## src/rtl/regfile_write_arbiter_pkg.sv

```systemverilog
// Shared constants for the register-file write arbiter: default widths and the
// producer port indices used to index request/grant vectors.
package regfile_write_arbiter_pkg;
  localparam int RF_DATA_WIDTH = 8;
  localparam int RF_ADDR_WIDTH = 2;
  localparam int RF_NREGS      = 2**RF_ADDR_WIDTH;
  localparam int PORT_ALU      = 0;
  localparam int PORT_MEM      = 1;
endpackage

```

## src/rtl/regfile_write_arbiter_rr_arb2.sv

```systemverilog
// Two-way round-robin arbiter: one-hot grant from two request bits, with the
// pointer moving to the non-granted port after every grant.
module rr_arb2
  import regfile_write_arbiter_pkg::*;
(
  input  logic       clk,
  input  logic       reset,
  input  logic [1:0] req_i,
  output logic [1:0] gnt_o
);

  logic rr_q, rr_d;

  always_comb begin
    gnt_o = 2'b00;
    case (req_i)
      2'b01:   gnt_o = 2'b01;
      2'b10:   gnt_o = 2'b10;
      2'b11:   gnt_o = rr_q ? 2'b10 : 2'b01;
      default: gnt_o = 2'b00;
    endcase
    rr_d = rr_q;
    if (gnt_o[PORT_ALU])      rr_d = 1'(PORT_MEM);
    else if (gnt_o[PORT_MEM]) rr_d = 1'(PORT_ALU);
  end

  always_ff @(posedge clk or posedge reset) begin
    if (reset) rr_q <= 1'(PORT_ALU);
    else       rr_q <= rr_d;
  end

endmodule

```

## src/rtl/regfile_write_arbiter.sv

```systemverilog
// Shares the register-file write port between the ALU and memory-load producers.
// Optional WRARB_CONFLICT_CNT_EN adds a saturating contention counter output.
module regfile_write_arbiter
  import regfile_write_arbiter_pkg::*;
#(
  parameter int DATA_WIDTH = RF_DATA_WIDTH,
  parameter int ADDR_WIDTH = RF_ADDR_WIDTH,
  localparam int NREGS     = 2**ADDR_WIDTH
) (
  input  logic                  clk,
  input  logic                  reset,
  input  logic                  aluValid,
  output logic                  aluReady,
  input  logic [ADDR_WIDTH-1:0] aluAddr,
  input  logic [DATA_WIDTH-1:0] aluData,
  input  logic                  memValid,
  output logic                  memReady,
  input  logic [ADDR_WIDTH-1:0] memAddr,
  input  logic [DATA_WIDTH-1:0] memData,
  output logic                  regWrite,
  output logic [ADDR_WIDTH-1:0] wrAddress,
  output logic [DATA_WIDTH-1:0] dataIn,
  output logic [NREGS-1:0]      pending,
  output logic                  busy
`ifdef WRARB_CONFLICT_CNT_EN
  ,output logic [7:0]           conflictCount
`endif
);

  logic [1:0]            hv_q, hv_d;
  logic [ADDR_WIDTH-1:0] ha_q [2];
  logic [ADDR_WIDTH-1:0] ha_d [2];
  logic [DATA_WIDTH-1:0] hd_q [2];
  logic [DATA_WIDTH-1:0] hd_d [2];
  logic [ADDR_WIDTH-1:0] in_addr [2];
  logic [DATA_WIDTH-1:0] in_data [2];
  logic [1:0]            in_valid, ready, accept, gnt;

  logic                  regWrite_q, regWrite_d;
  logic [ADDR_WIDTH-1:0] wrAddress_q, wrAddress_d;
  logic [DATA_WIDTH-1:0] dataIn_q, dataIn_d;

  rr_arb2 u_arb (
    .clk   (clk),
    .reset (reset),
    .req_i (hv_q),
    .gnt_o (gnt)
  );

  // A granted slot may be refilled on the same edge it drains.
  always_comb begin
    in_valid[PORT_ALU] = aluValid;
    in_valid[PORT_MEM] = memValid;
    in_addr[PORT_ALU]  = aluAddr;
    in_addr[PORT_MEM]  = memAddr;
    in_data[PORT_ALU]  = aluData;
    in_data[PORT_MEM]  = memData;
    ready  = ~hv_q | gnt;
    accept = in_valid & ready;
    for (int p = 0; p < 2; p++) begin
      hv_d[p] = hv_q[p];
      ha_d[p] = ha_q[p];
      hd_d[p] = hd_q[p];
      if (gnt[p]) hv_d[p] = 1'b0;
      if (accept[p]) begin
        hv_d[p] = 1'b1;
        ha_d[p] = in_addr[p];
        hd_d[p] = in_data[p];
      end
    end
  end

  always_comb begin
    regWrite_d  = |gnt;
    wrAddress_d = wrAddress_q;
    dataIn_d    = dataIn_q;
    if (gnt[PORT_MEM]) begin
      wrAddress_d = ha_q[PORT_MEM];
      dataIn_d    = hd_q[PORT_MEM];
    end else if (gnt[PORT_ALU]) begin
      wrAddress_d = ha_q[PORT_ALU];
      dataIn_d    = hd_q[PORT_ALU];
    end
  end

  always_ff @(posedge clk or posedge reset) begin
    if (reset) begin
      hv_q        <= 2'b00;
      ha_q        <= '{default: '0};
      hd_q        <= '{default: '0};
      regWrite_q  <= 1'b0;
      wrAddress_q <= '0;
      dataIn_q    <= '0;
    end else begin
      hv_q        <= hv_d;
      ha_q        <= ha_d;
      hd_q        <= hd_d;
      regWrite_q  <= regWrite_d;
      wrAddress_q <= wrAddress_d;
      dataIn_q    <= dataIn_d;
    end
  end

  // Hazard mask covers both waiting writes and the one being written this cycle.
  always_comb begin
    pending = '0;
    for (int r = 0; r < NREGS; r++) begin
      for (int p = 0; p < 2; p++)
        if (hv_q[p] && ha_q[p] == ADDR_WIDTH'(r)) pending[r] = 1'b1;
      if (regWrite_q && wrAddress_q == ADDR_WIDTH'(r)) pending[r] = 1'b1;
    end
  end

  assign aluReady  = ready[PORT_ALU];
  assign memReady  = ready[PORT_MEM];
  assign regWrite  = regWrite_q;
  assign wrAddress = wrAddress_q;
  assign dataIn    = dataIn_q;
  assign busy      = |hv_q | regWrite_q;

`ifdef WRARB_CONFLICT_CNT_EN
  logic [7:0] cnt_q, cnt_d;

  always_comb begin
    cnt_d = cnt_q;
    if (&hv_q && cnt_q != 8'hFF) cnt_d = cnt_q + 8'd1;
  end

  always_ff @(posedge clk or posedge reset) begin
    if (reset) cnt_q <= 8'd0;
    else       cnt_q <= cnt_d;
  end

  assign conflictCount = cnt_q;
`endif

endmodule

```

## config.mk

```make
export PLATFORM = sky130hd
export DESIGN_NAME = regfile_write_arbiter
export DESIGN_NICKNAME = d
export VERILOG_FILES = /design/src/rtl/regfile_write_arbiter_pkg.sv /design/src/rtl/regfile_write_arbiter_rr_arb2.sv /design/src/rtl/regfile_write_arbiter.sv
export SDC_FILE = /design/constraint.sdc
export NUM_CORES = 1
export LEC_CHECK = 0
export CELL_PAD_IN_SITES_DETAIL_PLACEMENT = 0
export CELL_PAD_IN_SITES_GLOBAL_PLACEMENT = 2
export CORE_MARGIN = 2
export CORE_UTILIZATION = 33
export CTS_CLUSTER_DIAMETER = 200
export CTS_CLUSTER_SIZE = 14
export DETAILED_ROUTE_END_ITERATION = 7
export PLACE_DENSITY = 0.92
export SLEW_MARGIN = 20
export SYNTH_ARGS = -nofsm -noshare
export SYNTH_HDL_FRONTEND = slang
export SYNTH_HIERARCHICAL = 1
export SYNTH_SLANG_ARGS = --single-unit
```

## constraint.sdc

```tcl
create_clock -name clk -period 3.1 [get_ports clk]
set_input_delay 0.62 -clock clk [delete_from_list [all_inputs] [get_ports clk]]
set_output_delay 0.62 -clock clk [all_outputs]
set_load 0.02 [all_outputs]
```

==> results.py <==
metrics = {
    "sta": {
        "tns_ns": 0,
        "finalHoldViolCount": 0,
        "period_share_pct": 80.2,
        "fin_crit_ns": 2.49,
        "clock.fmax_mhz": 402,
        "timing.final.ws_setup_ns": 0.613,
        "rsz0062_at_grt": "no",
        "fin_worst_skew_ns": 0.00451,
        "setup_viol": 0,
        "slew_headroom_pct": 73.1,
        "maxSlewViolCount": 0,
        "worst_pin_slew_ns": 0.404,
    },
    "clock_tree": {
        "clk_path_buf_depth": 2,
        "htree_levels": 2,
        "numClockSinks": 34,
        "root_buffer": "clkbuf_8",
        "cts_tree": "yes",
        "cts_setup_buffers": 0,
        "cts.clk_slew.worst_paths_ns": 0.06,
        "cts-buffers-inserted": 5,
        "cts_hold_buf": 0,
        "cts_resized": 0,
        "clock_latency_ns": 0.28,
    },
    "flow_run": {
        "cap_violations": 0,
    },
    "floorplanning": {
        "start_util_pct": 34.8,
        "core_area_um2": 4410,
        "io_pins": 42,
        "die_x_um": 72.3,
        "rows": 24,
        "die_y_um": 72.3,
        "dieArea_um2": 5220,
    },
    "drt": {
        "detail_route.wirelength_um": 3140,
        "remaining_drc_errors": 0,
        "drtIter0Drc": 9,
        "drtPass1Iterations": 4,
        "ant_nets": 0,
        "num_vias": 1090,
        "avgRoutedWirePerCell_um": 14.5,
        "via_per_inst": 5.02,
    },
    "finish": {
        "final_common_cell": "clkdlybuf4s50_1",
        "drive_gt1_share_pct": 14.5,
        "final_cell_mix": "41 x clkdlybuf4s50_1, 34 x dfrtp_1, 13 x nand2_1",
        "syn2layout_area_growth_pct": 36.3,
        "n_antenna_cell": 0,
        "finish.net_count": 190,
        "fillCellCount": 386,
    },
    "yosys": {
        "synthCells": 119,
        "ys_types": 24,
        "syn-cell-area_um2": 1540,
        "synthesis.nets": 143,
        "yosysWarnings": 6,
        "ys_ff_latch": 34,
        "ys_seq_area_share_pct": 55.3,
        "synth_area_per_cell_um2": 12.9,
    },
    "placement": {
        "place_ws_ns": 0.924,
        "numPortBuffers": 41,
        "gp_congestion": 0.744,
        "dp_hpwl_um": 2320,
    },
    "critical_path": {
        "cp_slowest_cell": "clkdlybuf4s50_1",
        "cp.arrival_ns": 1.87,
        "path_class": "flop to primary output",
        "critical_path_required_ns": 2.48,
        "crit_family": "buffers and inverters",
        "crit_fanout": 8,
        "path_buf_inv": 1,
        "crit_chain": "a21boi_1 -> nand2b_4 -> clkdlybuf4s50_1",
        "critical-path-max-stage-delay_ns": 0.61,
        "critPathCaptureType": "primary output",
        "start_kind": "flop",
    },
    "global_routing": {
        "grt_usage_pct": 13.2,
        "grt_max_degree": 34,
        "grt_pass1_wl_um": 5310,
        "grt-ovfl-total": 0,
        "antenna_found_initial": 0,
        "grt_pass1_vias": 1103,
    },
    "run_status": {
        "status": "complete, no violations",
    },
    "power_and_ir_drop": {
        "powerDensity_nw_per_um2": 1090,
        "leakagePower_nw": 0.923,
        "irDropWorstVdd_v": 0.000430,
    },
    "hold_path": {
        "hold_path_class": "flop to flop",
    },
}
-- Yosys cell counts --
library cell / n / area, µm²
a21boi_0: 1 / 7.51
and2_1: 1 / 6.26
buf_4: 2 / 15.0
clkbuf_1: 2 / 7.51
dfrtp_1: 34 / 851
inv_1: 3 / 11.3
mux2_1: 10 / 113
mux2_4: 10 / 150
mux2i_1: 10 / 100
nand2_1: 13 / 48.8
nand2_4: 1 / 11.3
nand2_8: 1 / 20.0
nand2b_1: 3 / 18.8
nand2b_2: 1 / 8.76
nand2b_4: 1 / 13.8
nand3_1: 4 / 20.0
nand3b_1: 3 / 22.5
nor3b_1: 3 / 22.5
o211ai_1: 1 / 7.51
o21ai_0: 2 / 10.0
o21ai_1: 9 / 45.0
o221ai_1: 1 / 8.76
or2_2: 1 / 6.26
or3_1: 2 / 12.5
-- flip-flops by register name, indices dropped and copies added, names as in the netlist --
name,flops
ha_q,4
u_arb/rr_q,1
hv_q,2
dataIn,8
regWrite,1
wrAddress,2
hd_q,16
-- layer usage --
| metal | wire (µm) | global-route usage, % |
|---|---|---|
| met4 | 46 | 5.03 |
| met1 | 1400 | 17.5 |
| met3 | 210 | 4.72 |
| met2 | 1480 | 19.9 |
| met5 | 0 | 0 |
-- per-stage QoR --
stage	instance area (µm²)	hold slack (ns)	total power, mW	utilization, %	cells
after global routing	2100	0.506	2.43	47.5	217
final	2100	0.491	2.27	47.5	217
after global placement	2010	0.479	1.95	45.6	211
after CTS	2100	0.498	2.30	47.5	217
after floorplan	1540	0.349	1.54	-	119
after detailed placement	2010	0.482	1.98	45.6	211
-- layout make-up --
type	instances	area (µm²)	share of cell area (%)
Tap cell	52	65.1	3.10
Inverter	3	11.3	0.537
Timing Repair Buffer	44	433	20.7
Clock buffer	6	82.6	3.94
Multi-Input combinational cell	78	653	31.2
Sequential cell	34	851	40.6
-- kinds of logic after synthesis --
| group | after synthesis | synth area share [%] |
|---|---|---|
| and+or+nand+nor | 34 | 13.8 |
| DFF | 34 | 55.3 |
| AOI/OAI and AO/OA | 14 | 5.13 |
| buffers and inverters | 7 | 2.20 |
| muxes | 30 | 23.6 |
-- worst paths after layout --
kind | from | slack [ns] | to | cells after the start
setup / recovery | hv_q[0]$_DFFE_PP0P_ | 0.61 | aluReady | 3
hold / removal | hd_q[2]$_DFFE_PP0P_ | 0.49 | hd_q[2]$_DFFE_PP0P_ | 1
setup reg to reg | hv_q[0]$_DFFE_PP0P_ | 1.48 | ha_q[0]$_DFFE_PP0P_ | 5
hold reg to reg | hd_q[2]$_DFFE_PP0P_ | 0.49 | hd_q[2]$_DFFE_PP0P_ | 1
max in group asynchronous | reset | 2.04 | regWrite$_DFF_PP0_ | 3
min in group asynchronous | reset | 0.52 | u_arb/rr_q$_DFFE_PP0P_ | 2
-- power breakdown --
part | internal, mW | switching, mW
Combinational | 0.590 | 0.518
Clock | 0.171 | 0.140
Sequential | 0.667 | 0.188
Power figures use the tool's default switching activity.
==> RTL edit (same settings) <==
`RF_ADDR_WIDTH`: 2 -> 1.
--- a/src/rtl/regfile_write_arbiter_pkg.sv
+++ b/src/rtl/regfile_write_arbiter_pkg.sv
@@ -2,7 +2,7 @@
 // producer port indices used to index request/grant vectors.
 package regfile_write_arbiter_pkg;
   localparam int RF_DATA_WIDTH = 8;
-  localparam int RF_ADDR_WIDTH = 2;
+  localparam int RF_ADDR_WIDTH = 1;
   localparam int RF_NREGS      = 2**RF_ADDR_WIDTH;
   localparam int PORT_ALU      = 0;
   localparam int PORT_MEM      = 1;
Interface: changed (resized aluAddr, memAddr, pending and wrAddress); port bits go from 42 to 37. No check against the original RTL was run, so the function may have changed too.
==> RTL edit against the unedited design <==
Final area down 8.7%; register-to-register slack improved by 0.02 ns; wire length is 18% lower; power shrank 12%; setup slack worse by 0.096 ns; non-clock buffer count shrank 5; global-route usage is 1.5 points lower; synthesized area down 8.6%; core utilization fell by 0.33 points; sequential cell count shrank 3; largest cell class unchanged.
==> RTL edit: results (changes against the unedited design) <==
| Metric | Value |
|---|---|
| Status | complete, no violations |
| Pin count of the biggest net entering global routing | 31 (-8.8%) |
| EDFF count, synth | 0 (unchanged) |
| Post-CTS Resized | 0 (unchanged) |
| H-tree levels | 2 (unchanged) |
| Asr flop ratio synth | 100% (unchanged) |
| Layout cells sized above 1 | 22.4% (+7.8 points) |
| Initial antenna violation count | 0 (unchanged) |
| Worst hold path type | flop to flop |
| Worst R2R End | hd_q[15] |
| Vias/cell | 4.44 (-12%) |
| DR pass1 iterations | 5 (+1) |
| Synth warn | 6 (unchanged) |
| Maximum clock path buffer count | 2 (unchanged) |
| Post-DP HPWL | 1980 µm (-15%) |
| Lkg Pwr | 0.888 nW (-3.8%) |
| Design Area, Final | 1910 µm² (-8.7%) |
| Delay-heaviest family, CP | buffers and inverters |
| Vias in the first global route | 891 (-19%) |
| Antenna cells | 0 (unchanged) |
| First-pass GRT wire length | 4210 µm (-21%) |
| Mean routed wirelength per cell | 13.4 µm (-7.4%) |
| Slowest stage delay, CP | 0.61 ns (about the same) |
| Max FO, Critical Path | 11 (+3) |
| Syn_nets | 123 (-14%) |
| Clock latency on the worst-skew pair | 0.28 ns (about the same) |
| Worst hold path depth | 2 (+1) |
| Hold EP | dataIn[7] |
| Initial Utilization | 34.6% (-0.21 points) |
| Most instantiated cells after synthesis | 31 x dfrtp_1, 18 x mux2_4, 9 x mux2i_1, 9 x nand2_1, 9 x o21ai_1 |
| Drt drc | 0 (unchanged) |
| Register-to-Register Setup Slack | 1.50 ns (+0.02 ns) |
| I/O Buffers | 36 (-12%) |
| Clk root buf | clkbuf_8 |
| Placed cell areas | 1830 µm² (-9.3%) |
| Sequential-to-total area share from yosys stat | 55.2% (-0.12 points) |
| Reg2reg start | hv_q[0] |
| Max IR drop VDD | 266 µV (-38%) |
| Unique cell type count in the Yosys netlist | 18 (-25%) |
| RePlAce Congestion | 0.797 (+7.2%) |
| Final worst path period share | 83.3% (+3.1 points) |
| Gr usage total | 11.7% (-1.5 points) |
| Pre-CTS WS | 0.808 ns (-0.116 ns) |
| Clock Skews | 0.00272 ns (-0.00179 ns) |
| Largest cells by area after synthesis | dfrtp_1 55%, mux2_4 19%, mux2i_1 6.4% |
| Biggest register | hd_q |
| Relative slew margins | 76.0% (+2.9 points) |
| Hold Path Origin | hd_q[7] |
| WL final | 2580 µm (-18%) |
| Filler Cell Count | 377 (-2.3%) |
| Avg Cell Area, Syn | 13.9 µm² (+7.7%) |
| Initial DRC Count | 24 (+15) |
| Clk pin slew, worst setup/hold paths | 0.06 ns (about the same) |
| CTS Buf Count | 5 (unchanged) |
| Top_reg_cell synth | dfrtp_1 |
| Min Hold Slack | 0.502 ns (+0.0109 ns) |
| Crit-path slowest cell | clkdlybuf4s50_1 |
| Fin nets | 165 (-13%) |
| CP arrival | 1.96 ns (+0.09 ns) |
| Largest register FFs | 16 (unchanged) |
[RTL edit: cell types whose count changed after synthesis, sizes merged, moves of 2 or more]
cell and change:
nand2 -4, dfrtp -3, nor3b -3, nand3 -4
nand3b -3, clkbuf -2, inv +3, buf +2
mux2 -2
[RTL edit: report_power, final]
group / switching [mW] / internal (mW)
Sequential: 0.143 / 0.608
Combinational: 0.417 / 0.534
Clock: 0.136 / 0.174
Total: 0.696 / 1.32
[RTL edit: layer usage]
layer  global-route usage [%]  routed length (µm)  up-vias  part of all wire, %
li1                         -                   -      424                    -
met3                     3.63                 108        6                  4.2
met5                        0                   0        -                    0
met2                     19.6                1300       22                   50
met1                     12.7                1090      405                   42
met4                     7.84                  79        0                  3.1
[RTL edit: how the worst max path moves through the flow]
stage	start	cells after the start	to
after floorplan	regWrite	2	pending[0]
after global placement	hv_q[0]	4	aluReady
after detailed placement	hv_q[0]	4	aluReady
after CTS	hv_q[0]	4	aluReady
after global routing	hv_q[0]	4	aluReady
final	hv_q[0]	4	aluReady
[RTL edit: cell type report]
| type | count | share of cell area, % |
|---|---|---|
| clock buffers | 6 | 4.32 |
| clock inverters | 1 | 0.262 |
| inverters | 6 | 1.18 |
| multi-input cells | 60 | 30.4 |
| flip-flops and latches | 31 | 40.5 |
| well taps | 50 | 3.27 |
| repair buffers | 39 | 20.0 |
[RTL edit: cell families (layout without fill, tap and decap cells)]
logic type / count (synthesis) / count (layout) / share of synthesized area (%)
multiplexers: 27 / 27 / 25.6
AO/OA/AOI/OAI: 13 / 13 / 5.43
AND/OR/NAND/NOR: 20 / 20 / 10.3
buffers and inverters: 10 / 52 / 3.38
flip-flops: 31 / 31 / 55.2
[RTL edit: worst min-delay path, stage by stage (launching register included)]
cell and delay, ns:
dfrtp_1 0.35, nand2_1 0.05, o21ai_1 0.06
